--- config.mk ---
export PLATFORM = sky130hd
export DESIGN_NAME = alu_sequencer_flat
export DESIGN_NICKNAME = d
export VERILOG_FILES = /design/src/rtl/alu_sequencer_if.sv /design/src/rtl/alu_sequencer.sv /design/src/flat_wrapper.sv
export SDC_FILE = /design/constraint.sdc
export NUM_CORES = 1
export LEC_CHECK = 0
export BUFFER_PORTS_ARGS = -buffer_cell sky130_fd_sc_hd__buf_2
export CAP_MARGIN = 40
export CELL_PAD_IN_SITES_DETAIL_PLACEMENT = 1
export CELL_PAD_IN_SITES_GLOBAL_PLACEMENT = 1
export CORE_UTILIZATION = 40
export DETAILED_ROUTE_END_ITERATION = 10
export PLACE_DENSITY_LB_ADDON = 0.15
export SYNTH_ARGS = -nofsm -noshare
export SYNTH_HDL_FRONTEND = slang
export SYNTH_SLANG_ARGS = --single-unit
--- constraint.sdc ---
create_clock -name clk -period 6.7 [get_ports clk]
set_input_delay 1.34 -clock clk [delete_from_list [all_inputs] [get_ports clk]]
set_output_delay 1.34 -clock clk [all_outputs]
set_load 0.05 [all_outputs]
--- src/rtl/alu_sequencer_if.sv ---
// ---------------------------------------------------------------------------
// alu_sequencer_if
// Command and result streams between a host and the ALU sequencer.
//   cmd_valid/cmd_ready : command handshake, host -> sequencer
//   cmd_op/cmd_a/cmd_b  : opcode and operands carried with a command
//   res_valid/res_ready : result handshake, sequencer -> host
//   res_data/res_err    : captured ALU result and unsupported-opcode flag
// master = host side, slave = sequencer side.
// ---------------------------------------------------------------------------
interface alu_sequencer_if;
    logic       cmd_valid;
    logic       cmd_ready;
    logic [3:0] cmd_op;
    logic [7:0] cmd_a;
    logic [7:0] cmd_b;
    logic       res_valid;
    logic       res_ready;
    logic [7:0] res_data;
    logic       res_err;

    modport master (
        output cmd_valid, cmd_op, cmd_a, cmd_b, res_ready,
        input  cmd_ready, res_valid, res_data, res_err
    );

    modport slave (
        input  cmd_valid, cmd_op, cmd_a, cmd_b, res_ready,
        output cmd_ready, res_valid, res_data, res_err
    );
endinterface

--- src/rtl/alu_sequencer.sv ---
// ---------------------------------------------------------------------------
// alu_sequencer
// Buffers ALU commands in a small FIFO, issues them to the ALU one at a
// time, waits ALU_LAT edges after the ALU samples its inputs, captures the
// ALU result and presents it on the result stream until it is taken.
// Ports:
//   clk, rst_n      : clock, asynchronous active-low reset
//   bus (slave)     : command stream in, result stream out
//   alu_opcode/num_1/num_2 : registered drive of the ALU inputs
//   alu_ans         : registered ALU result
//   busy            : FSM not idle or commands queued
//   op_count        : number of completed result handshakes (wraps)
// ---------------------------------------------------------------------------
module alu_sequencer #(
    parameter int FIFO_DEPTH = 4,
    parameter int ALU_LAT    = 1
) (
    input  logic                 clk,
    input  logic                 rst_n,
    alu_sequencer_if.slave       bus,
    output logic [3:0]           alu_opcode,
    output logic [7:0]           alu_num_1,
    output logic [7:0]           alu_num_2,
    input  logic [7:0]           alu_ans,
    output logic                 busy,
    output logic [7:0]           op_count
);

    localparam int PW   = (FIFO_DEPTH > 1) ? $clog2(FIFO_DEPTH) : 1;
    localparam int CW   = $clog2(FIFO_DEPTH + 1);
    localparam int CNTW = $clog2(ALU_LAT + 1);

    typedef enum logic [1:0] {S_IDLE, S_WAIT, S_HOLD} state_t;

    // ---------------- command FIFO ----------------
    logic [19:0]   mem_q [FIFO_DEPTH];
    logic [PW-1:0] wr_ptr_q, rd_ptr_q;
    logic [CW-1:0] count_q, count_d;
    logic          full_q;
    logic          empty;
    logic          push, pop;
    logic [19:0]   head;

    assign empty         = (count_q == '0);
    assign bus.cmd_ready = !full_q;
    assign push          = bus.cmd_valid && !full_q;
    assign head          = mem_q[rd_ptr_q];
    assign count_d       = count_q + CW'(push) - CW'(pop);

    // Storage is not reset: the pointers and count define what is valid.
    always_ff @(posedge clk) begin
        if (push) begin
            mem_q[wr_ptr_q] <= {bus.cmd_op, bus.cmd_a, bus.cmd_b};
        end
    end

    always_ff @(posedge clk or negedge rst_n) begin
        if (!rst_n) begin
            wr_ptr_q <= '0;
            rd_ptr_q <= '0;
            count_q  <= '0;
            full_q   <= 1'b0;
        end else begin
            if (push) wr_ptr_q <= wr_ptr_q + 1'b1;
            if (pop)  rd_ptr_q <= rd_ptr_q + 1'b1;
            count_q <= count_d;
            full_q  <= (count_d == CW'(FIFO_DEPTH));
        end
    end

    // ---------------- sequencing FSM ----------------
    state_t          state_q, state_d;
    logic [3:0]      opcode_q, opcode_d;
    logic [7:0]      num1_q, num1_d;
    logic [7:0]      num2_q, num2_d;
    logic [CNTW-1:0] cnt_q, cnt_d;
    logic            err_pend_q, err_pend_d;
    logic            res_valid_q, res_valid_d;
    logic [7:0]      res_data_q, res_data_d;
    logic            res_err_q, res_err_d;
    logic [7:0]      op_count_q, op_count_d;
    logic            head_ok;

    assign head_ok = (head[19:16] == 4'h1) || (head[19:16] == 4'h2) ||
                     (head[19:16] == 4'h4) || (head[19:16] == 4'h8);

    always_comb begin
        state_d     = state_q;
        opcode_d    = opcode_q;
        num1_d      = num1_q;
        num2_d      = num2_q;
        cnt_d       = cnt_q;
        err_pend_d  = err_pend_q;
        res_valid_d = res_valid_q;
        res_data_d  = res_data_q;
        res_err_d   = res_err_q;
        op_count_d  = op_count_q;
        pop         = 1'b0;

        unique case (state_q)
            S_IDLE: begin
                if (!empty) begin
                    pop        = 1'b1;
                    opcode_d   = head[19:16];
                    num1_d     = head[15:8];
                    num2_d     = head[7:0];
                    err_pend_d = !head_ok;
                    cnt_d      = CNTW'(ALU_LAT);
                    state_d    = S_WAIT;
                end
            end
            S_WAIT: begin
                // The ALU samples on the edge after issue; counting down
                // from ALU_LAT puts the capture ALU_LAT edges after that.
                if (cnt_q == '0) begin
                    res_data_d  = alu_ans;
                    res_err_d   = err_pend_q;
                    res_valid_d = 1'b1;
                    opcode_d    = 4'h0;
                    state_d     = S_HOLD;
                end else begin
                    cnt_d = cnt_q - 1'b1;
                end
            end
            S_HOLD: begin
                if (bus.res_ready) begin
                    res_valid_d = 1'b0;
                    op_count_d  = op_count_q + 8'h01;
                    if (!empty) begin
                        // Next issue shares the handshake edge.
                        pop        = 1'b1;
                        opcode_d   = head[19:16];
                        num1_d     = head[15:8];
                        num2_d     = head[7:0];
                        err_pend_d = !head_ok;
                        cnt_d      = CNTW'(ALU_LAT);
                        state_d    = S_WAIT;
                    end else begin
                        state_d = S_IDLE;
                    end
                end
            end
            default: state_d = S_IDLE;
        endcase
    end

    always_ff @(posedge clk or negedge rst_n) begin
        if (!rst_n) begin
            state_q     <= S_IDLE;
            opcode_q    <= 4'h0;
            num1_q      <= 8'h00;
            num2_q      <= 8'h00;
            cnt_q       <= '0;
            err_pend_q  <= 1'b0;
            res_valid_q <= 1'b0;
            res_data_q  <= 8'h00;
            res_err_q   <= 1'b0;
            op_count_q  <= 8'h00;
        end else begin
            state_q     <= state_d;
            opcode_q    <= opcode_d;
            num1_q      <= num1_d;
            num2_q      <= num2_d;
            cnt_q       <= cnt_d;
            err_pend_q  <= err_pend_d;
            res_valid_q <= res_valid_d;
            res_data_q  <= res_data_d;
            res_err_q   <= res_err_d;
            op_count_q  <= op_count_d;
        end
    end

    assign alu_opcode    = opcode_q;
    assign alu_num_1     = num1_q;
    assign alu_num_2     = num2_q;
    assign bus.res_valid = res_valid_q;
    assign bus.res_data  = res_data_q;
    assign bus.res_err   = res_err_q;
    assign op_count      = op_count_q;
    assign busy          = (state_q != S_IDLE) || !empty;

endmodule

--- src/flat_wrapper.sv ---
// flat-port wrapper written by rule: the top's interface ports become plain ports
module alu_sequencer_flat 
#(
    parameter int FIFO_DEPTH = 4,
    parameter int ALU_LAT    = 1
)
  (clk, rst_n, alu_opcode, alu_num_1, alu_num_2, alu_ans, busy, op_count, bus_cmd_valid, bus_cmd_op, bus_cmd_a, bus_cmd_b, bus_res_ready, bus_cmd_ready, bus_res_valid, bus_res_data, bus_res_err);
  alu_sequencer_if bus_i ();
  input  logic clk;
  input  logic rst_n;
  output logic [3:0] alu_opcode;
  output logic [7:0] alu_num_1;
  output logic [7:0] alu_num_2;
  input  logic [7:0] alu_ans;
  output logic busy;
  output logic [7:0] op_count;
  input wire logic [$bits(bus_i.cmd_valid)-1:0] bus_cmd_valid;
  input wire logic [$bits(bus_i.cmd_op)-1:0] bus_cmd_op;
  input wire logic [$bits(bus_i.cmd_a)-1:0] bus_cmd_a;
  input wire logic [$bits(bus_i.cmd_b)-1:0] bus_cmd_b;
  input wire logic [$bits(bus_i.res_ready)-1:0] bus_res_ready;
  output wire logic [$bits(bus_i.cmd_ready)-1:0] bus_cmd_ready;
  output wire logic [$bits(bus_i.res_valid)-1:0] bus_res_valid;
  output wire logic [$bits(bus_i.res_data)-1:0] bus_res_data;
  output wire logic [$bits(bus_i.res_err)-1:0] bus_res_err;
  assign bus_i.cmd_valid = bus_cmd_valid;
  assign bus_i.cmd_op = bus_cmd_op;
  assign bus_i.cmd_a = bus_cmd_a;
  assign bus_i.cmd_b = bus_cmd_b;
  assign bus_i.res_ready = bus_res_ready;
  assign bus_cmd_ready = bus_i.cmd_ready;
  assign bus_res_valid = bus_i.res_valid;
  assign bus_res_data = bus_i.res_data;
  assign bus_res_err = bus_i.res_err;
  alu_sequencer #(.FIFO_DEPTH(FIFO_DEPTH), .ALU_LAT(ALU_LAT)) u_core (.clk(clk), .rst_n(rst_n), .bus(bus_i), .alu_opcode(alu_opcode), .alu_num_1(alu_num_1), .alu_num_2(alu_num_2), .alu_ans(alu_ans), .busy(busy), .op_count(op_count));
endmodule
Word level (Yosys, flattened, before mapping)
Memory sizes are Yosys's and may differ from the RTL's.
Cells that the tools add are included.
Widths: inputs -> output; s select.
{"block": "classes", "add_sub_neg": 6, "eq_ne": 10, "mux": 30, "bitwise": 1, "reduce_logical": 21}
{"op": "$mux 8", "count": 4}
{"op": "$pmux 8 s2", "count": 2}
{"op": "$mux 1", "count": 12}
{"op": "$mux 4", "count": 3}
{"op": "$pmux 4 s3", "count": 1}
{"op": "$reduce_and 3->1", "count": 3}
{"op": "$add 8x1->8 const B", "count": 1}
{"op": "$reduce_and 2->1", "count": 4}
{"op": "$mux 2", "count": 3}
{"op": "$ne 2x2->1 const B", "count": 3}
{"op": "$pmux 1 s2", "count": 3}
{"op": "$pmux 2 s3", "count": 1}
{"op": "$reduce_bool 2->1", "count": 3}
{"op": "$add 2x1->2 const B", "count": 2}
{"op": "$eq 4x1->1 const B", "count": 1}
{"op": "$eq 4x2->1 const B", "count": 1}
{"op": "$eq 4x3->1 const B", "count": 1}
{"op": "$eq 4x4->1 const B", "count": 1}
{"op": "$logic_or 1x1->1", "count": 4}
{"op": "$add 3x1->3", "count": 1}
{"op": "$eq 3x3->1 const B", "count": 1}
{"op": "$logic_not 1->1", "count": 3}
{"op": "$logic_not 3->1", "count": 1}
{"op": "$pmux 1 s3", "count": 1}
{"op": "other kinds (8)", "count": 8}
{"block": "totals", "ff_bits": 50, "ramBits": 80, "in_bits": 32, "memories": 1}
{"name": "u_core.mem_q", "words": 4, "width": 20, "rd": 1, "rd_clocked_by_memory_dff": 0, "write_ports": 1, "line_no": "alu_sequencer.sv:36", "rtl": "logic [19:0] mem_q [FIFO_DEPTH];"}

Depth between registers and ports, before layout
An unclocked memory read counts as a cell.
{"block": "depth", "depth_word": 9, "mapped_depth": 10, "ltp_nobuf": 9}

Worst setup path before layout
Ideal clock, no wire load.
{"block": "synth_timing", "path_kind": "input -> register", "startpoint": "input bus_res_ready", "endpoint": "register u_core.full_q", "setup_ns": 0.088, "arrival_time_ns": 3.095, "path_slack_ns": 3.517, "stages": 10, "n_path_buf": 1, "cell_sequence": "nor2b_1 > nor3_1 > clkbuf_1 > ha_1 > inv_1 > ha_1 > fa_1 > xnor2_1 > xnor2_1 > nor3b_1"}
{"block": "synth_via", "elab_chain_cells": 4}
{"item": "start: declaration", "line_no": "flat_wrapper.sv:21", "rtl": "input wire logic [$bits(bus_i.res_ready)-1:0] bus_res_ready;"}
{"item": "$mux 1", "line_no": "alu_sequencer.sv:126", "rtl": "if (bus.res_ready) begin"}
{"item": "$pmux 1 s2", "line_no": "alu_sequencer.sv:100", "rtl": "unique case (state_q)"}
{"item": "named net u_core.pop", "line_no": "alu_sequencer.sv:41", "rtl": "logic push, pop;"}
{"item": "$sub 3x1->3", "line_no": "alu_sequencer.sv:48", "rtl": "assign count_d = count_q + CW'(push) - CW'(pop);"}
{"item": "named net u_core.count_d[2]", "line_no": "alu_sequencer.sv:38", "rtl": "logic [CW-1:0] count_q, count_d;"}
{"item": "$eq 3x3->1", "line_no": "alu_sequencer.sv:67", "rtl": "full_q <= (count_d == CW'(FIFO_DEPTH));"}
{"item": "end signal: assignment", "line_no": "alu_sequencer.sv:67"}
{"item": "end: declaration", "line_no": "alu_sequencer.sv:39", "rtl": "logic full_q;"}
The timed path passes the listed nets, and every way through them passes these cells.
A chain may end at the register's enable or synchronous reset.

Worst setup path in the final report
{"block": "layout_timing", "startpoint": "input bus_res_ready", "endpoint": "register u_core.full_q"}
{"block": "layout_via", "elab_chain_cells": 4}
{"item": "$mux 1", "line_no": "alu_sequencer.sv:126"}
{"item": "$pmux 1 s2", "line_no": "alu_sequencer.sv:100"}
{"item": "$sub 3x1->3", "line_no": "alu_sequencer.sv:48"}
{"item": "named net u_core.count_d[2]", "line_no": "alu_sequencer.sv:38"}
{"item": "$eq 3x3->1", "line_no": "alu_sequencer.sv:67"}
The timed path passes the listed nets, and every way through them passes these cells.

==> results.txt <==
Status: complete, no violations
Initial antenna violation count: 0
Most common cell in the netlist: edfxtp_1
CTS Buf Count: 17
Worst slew pin tran: 681.3 ps
Mapped Nets: 305
Tot GR Track Use: 15.63%
CP delay by family, top: adder cells
CTS tree: done
Die width: 113.6 um
Fraction of registers with async set/reset: 38.46%
Vias in the first global route: 2717
Reg-to-Reg End: u_core.full_q
Max Buffers Root-to-Sink: 2
Flop2flop setup slack: 4080 ps
Number of nets in the layout: 393
WP data arrival: 3420 ps
Cells after synthesis: 265
Sequential share of the synthesized area: 73.27%
Vias per cell: 4.820
Worst VDD drop: 280.9 uV
DPL Wire Length: 5770 um
DRT iter0 DRCs: 125
Number of synthesized flops with an enable pin: 80
Crit-path max cell delay: 390 ps
Syn. warnings: 0
Critical Path RT: 7030 ps
Setup Crit Path Kind: primary input to flip-flop
Buffers on Ports: 71
Fin. max-slew vios: 0
Root Driver: clkbuf_16
Clock Sinks: 130
First-pass GRT wire length: 14370 um
Total length of routed wires: 8833 um
Commonest cells post-synth: edfxtp_1 (80), dfrtp_1 (50), mux2_2 (17), mux4_2 (17), nand2_1 (17)
Worst-Skew Late Latency: 410 ps
Antenna-violating nets left: 0
Synth Area per Inst: 18.82 um^2
Cell variety after synth: 34
Leakage power: 2.465 nW
Wire per inst: 16.54 um
Top area cells in the synthesized netlist: edfxtp_1 (48%), dfrtp_1 (25%), mux4_2 (7.7%)
Min-delay src: u_core.op_count[7]
Clk pin slew, worst setup/hold paths: 50 ps
Reg2Reg Depth: 10
Final Hold Viols: 0
Detailed Routing Iterations Pass 1: 4
Core ar.: 12060 um^2
Initial core utilization: 41.34%
Hold Path Sink: u_core.op_count[7]
Cell Area, Synth: 4986 um^2
DR vias: 2574
RSZ-0062 raised after global routing: false
PostCTS Resize Cnt: 0
Synth top area share: 48.18%
Crit end category: flip-flop
Yosys top cell by area: edfxtp_1
Fin crit period: 3095 ps
Layout cells sized above 1: 39.62%
Top_reg_cell synth: edfxtp_1
Max_slew headroom: 54.58%
GR Overflow Total: 0
Power Density: 544.3 nW/um^2
CP max-delay cell: fa_1
Hold slack: 465.1 ps
Final Skew: 5.337 ps
Crit share post-route: 46.19%
Row cnt: 40
Setup crit start kind: primary input
Number of antenna diodes: 0
CP Buf/Inv Count: 3
Crit path cell chain: buf_2 > nor2b_1 > nor3_2 > buf_4 > ha_1 > inv_1 > ha_1 > fa_1 > xnor2_1 > xnor2_1 > nor3b_1
Largest net degree at the start of global routing: 51
Post-CTS Setup Bufs: 0
Residual DRC: 0
Hold_buf cts: 0
Max-cap violations: 0
Global placement routability congestion: 0.7086
Area Growth Syn to Fin: 25.90%
H-tree levels: 4
Synthesized flop and latch total: 130
Final Core Density: 52.04%
IO Pins: 72
Die area: 12920 um^2
Setup violations, final: 0
Worst r2r src: u_core.count_q[0]
Fmax: 323.1 MHz
Maximum fanout along the worst path: 30
Die Ht: 113.6 um
TNS Setup: 0 ps
Hold Crit Class: flip-flop to flip-flop
Hold Path Cell Cnt: 1
power breakdown:
group	switching [mW]	leakage (nW)	total (mW)	internal (mW)
Clock	0.320	0.308	1.00	0.680
Combinational	0.761	0.825	1.21	0.454
Sequential	0.107	1.33	1.20	1.10
layout by cell type (no fill, tap or decap), types with 2 or more instances in the layout:
| master | synthesis | final |
|---|---|---|
| bufinv_16 | 0 | 5 |
| buf_16 | 0 | 2 |
| clkinvlp_4 | 0 | 2 |
| mux2_1 | 9 | 9 |
| edfxtp_1 | 80 | 80 |
| nor3b_1 | 2 | 2 |
| o21ai_1 | 4 | 4 |
| xnor2_1 | 10 | 10 |
| xor2_1 | 3 | 3 |
| mux4_1 | 3 | 3 |
| nand4_1 | 2 | 2 |
| clkbuf_16 | 0 | 17 |
| buf_4 | 0 | 3 |
| nor2b_1 | 2 | 2 |
| nand3_1 | 3 | 3 |
| mux2_2 | 17 | 17 |
| and2_1 | 4 | 4 |
| nor2_1 | 3 | 3 |
| clkbuf_8 | 0 | 2 |
| buf_2 | 3 | 71 |
| inv_1 | 8 | 8 |
| buf_8 | 0 | 3 |
| mux4_2 | 17 | 17 |
| clkbuf_1 | 5 | 4 |
| ha_1 | 7 | 7 |
| nor4b_2 | 2 | 2 |
| nand2_1 | 17 | 17 |
| dfrtp_1 | 50 | 50 |
through the flow:
step | power, mW | area (um^2) | std cells | setup slack (ps)
2_1_floorplan | 2.123 | 4986 | 265 | 3517
3_3_place_gp | 2.375 | 5530 | 497 | 3290
3_5_place_dp | 2.456 | 5630 | 502 | 3117
4_1_cts | 3.473 | 6277 | 534 | 3597
5_1_grt | 3.595 | 6277 | 534 | 3466
6_report | 3.416 | 6277 | 534 | 3605
layer usage:
| metal | GRT usage (%) | vias up | wire length [um] |
|---|---|---|---|
| met1 | 17.88 | 1315 | 3687 |
| met2 | 26.06 | 70 | 4559 |
| li1 | - | 1176 | - |
| met5 | 0 | - | 0 |
| met3 | 5.845 | 13 | 435 |
| met4 | 7.368 | 0 | 150 |
kinds of logic after synthesis:
logic type	Yosys count	share of synthesized area (%)
flops	130	73.27
mux	46	15.13
simple gates	41	4.442
buf+inv	18	1.581
xor+xnor	13	2.284
compound gates	9	1.129
fa+ha+maj	8	2.158
flip-flops by register name, indices dropped and copies added, names as in the netlist, 3 cells and up:
register	flops
u_core.mem_q	80
u_core.alu_num_1	8
u_core.alu_num_2	8
u_core.bus.res_data	8
u_core.op_count	8
u_core.alu_opcode	4
u_core.count_q	3
final cells by class:
type | instances | area [um^2]
repair buffers | 79 | 478.0
multi-input cells | 117 | 1259
well taps | 168 | 210.2
inverters | 8 | 30.03
flip-flops and latches | 130 | 3654
clock inverters | 9 | 178.9
fillers | 1121 | 5784
clock buffers | 23 | 467.9
worst max path at each step:
stage	slack (ps)	depth (start not counted)	start	end
finish	3610	11	bus_res_ready	u_core.full_q
global route	3470	11	bus_res_ready	u_core.full_q
CTS	3600	11	bus_res_ready	u_core.full_q
detailed placement	3120	11	bus_res_ready	u_core.full_q
global placement	3290	11	bus_res_ready	u_core.full_q
floorplan	3520	10	bus_res_ready	u_core.full_q
(Power assumes the default switching activity.)
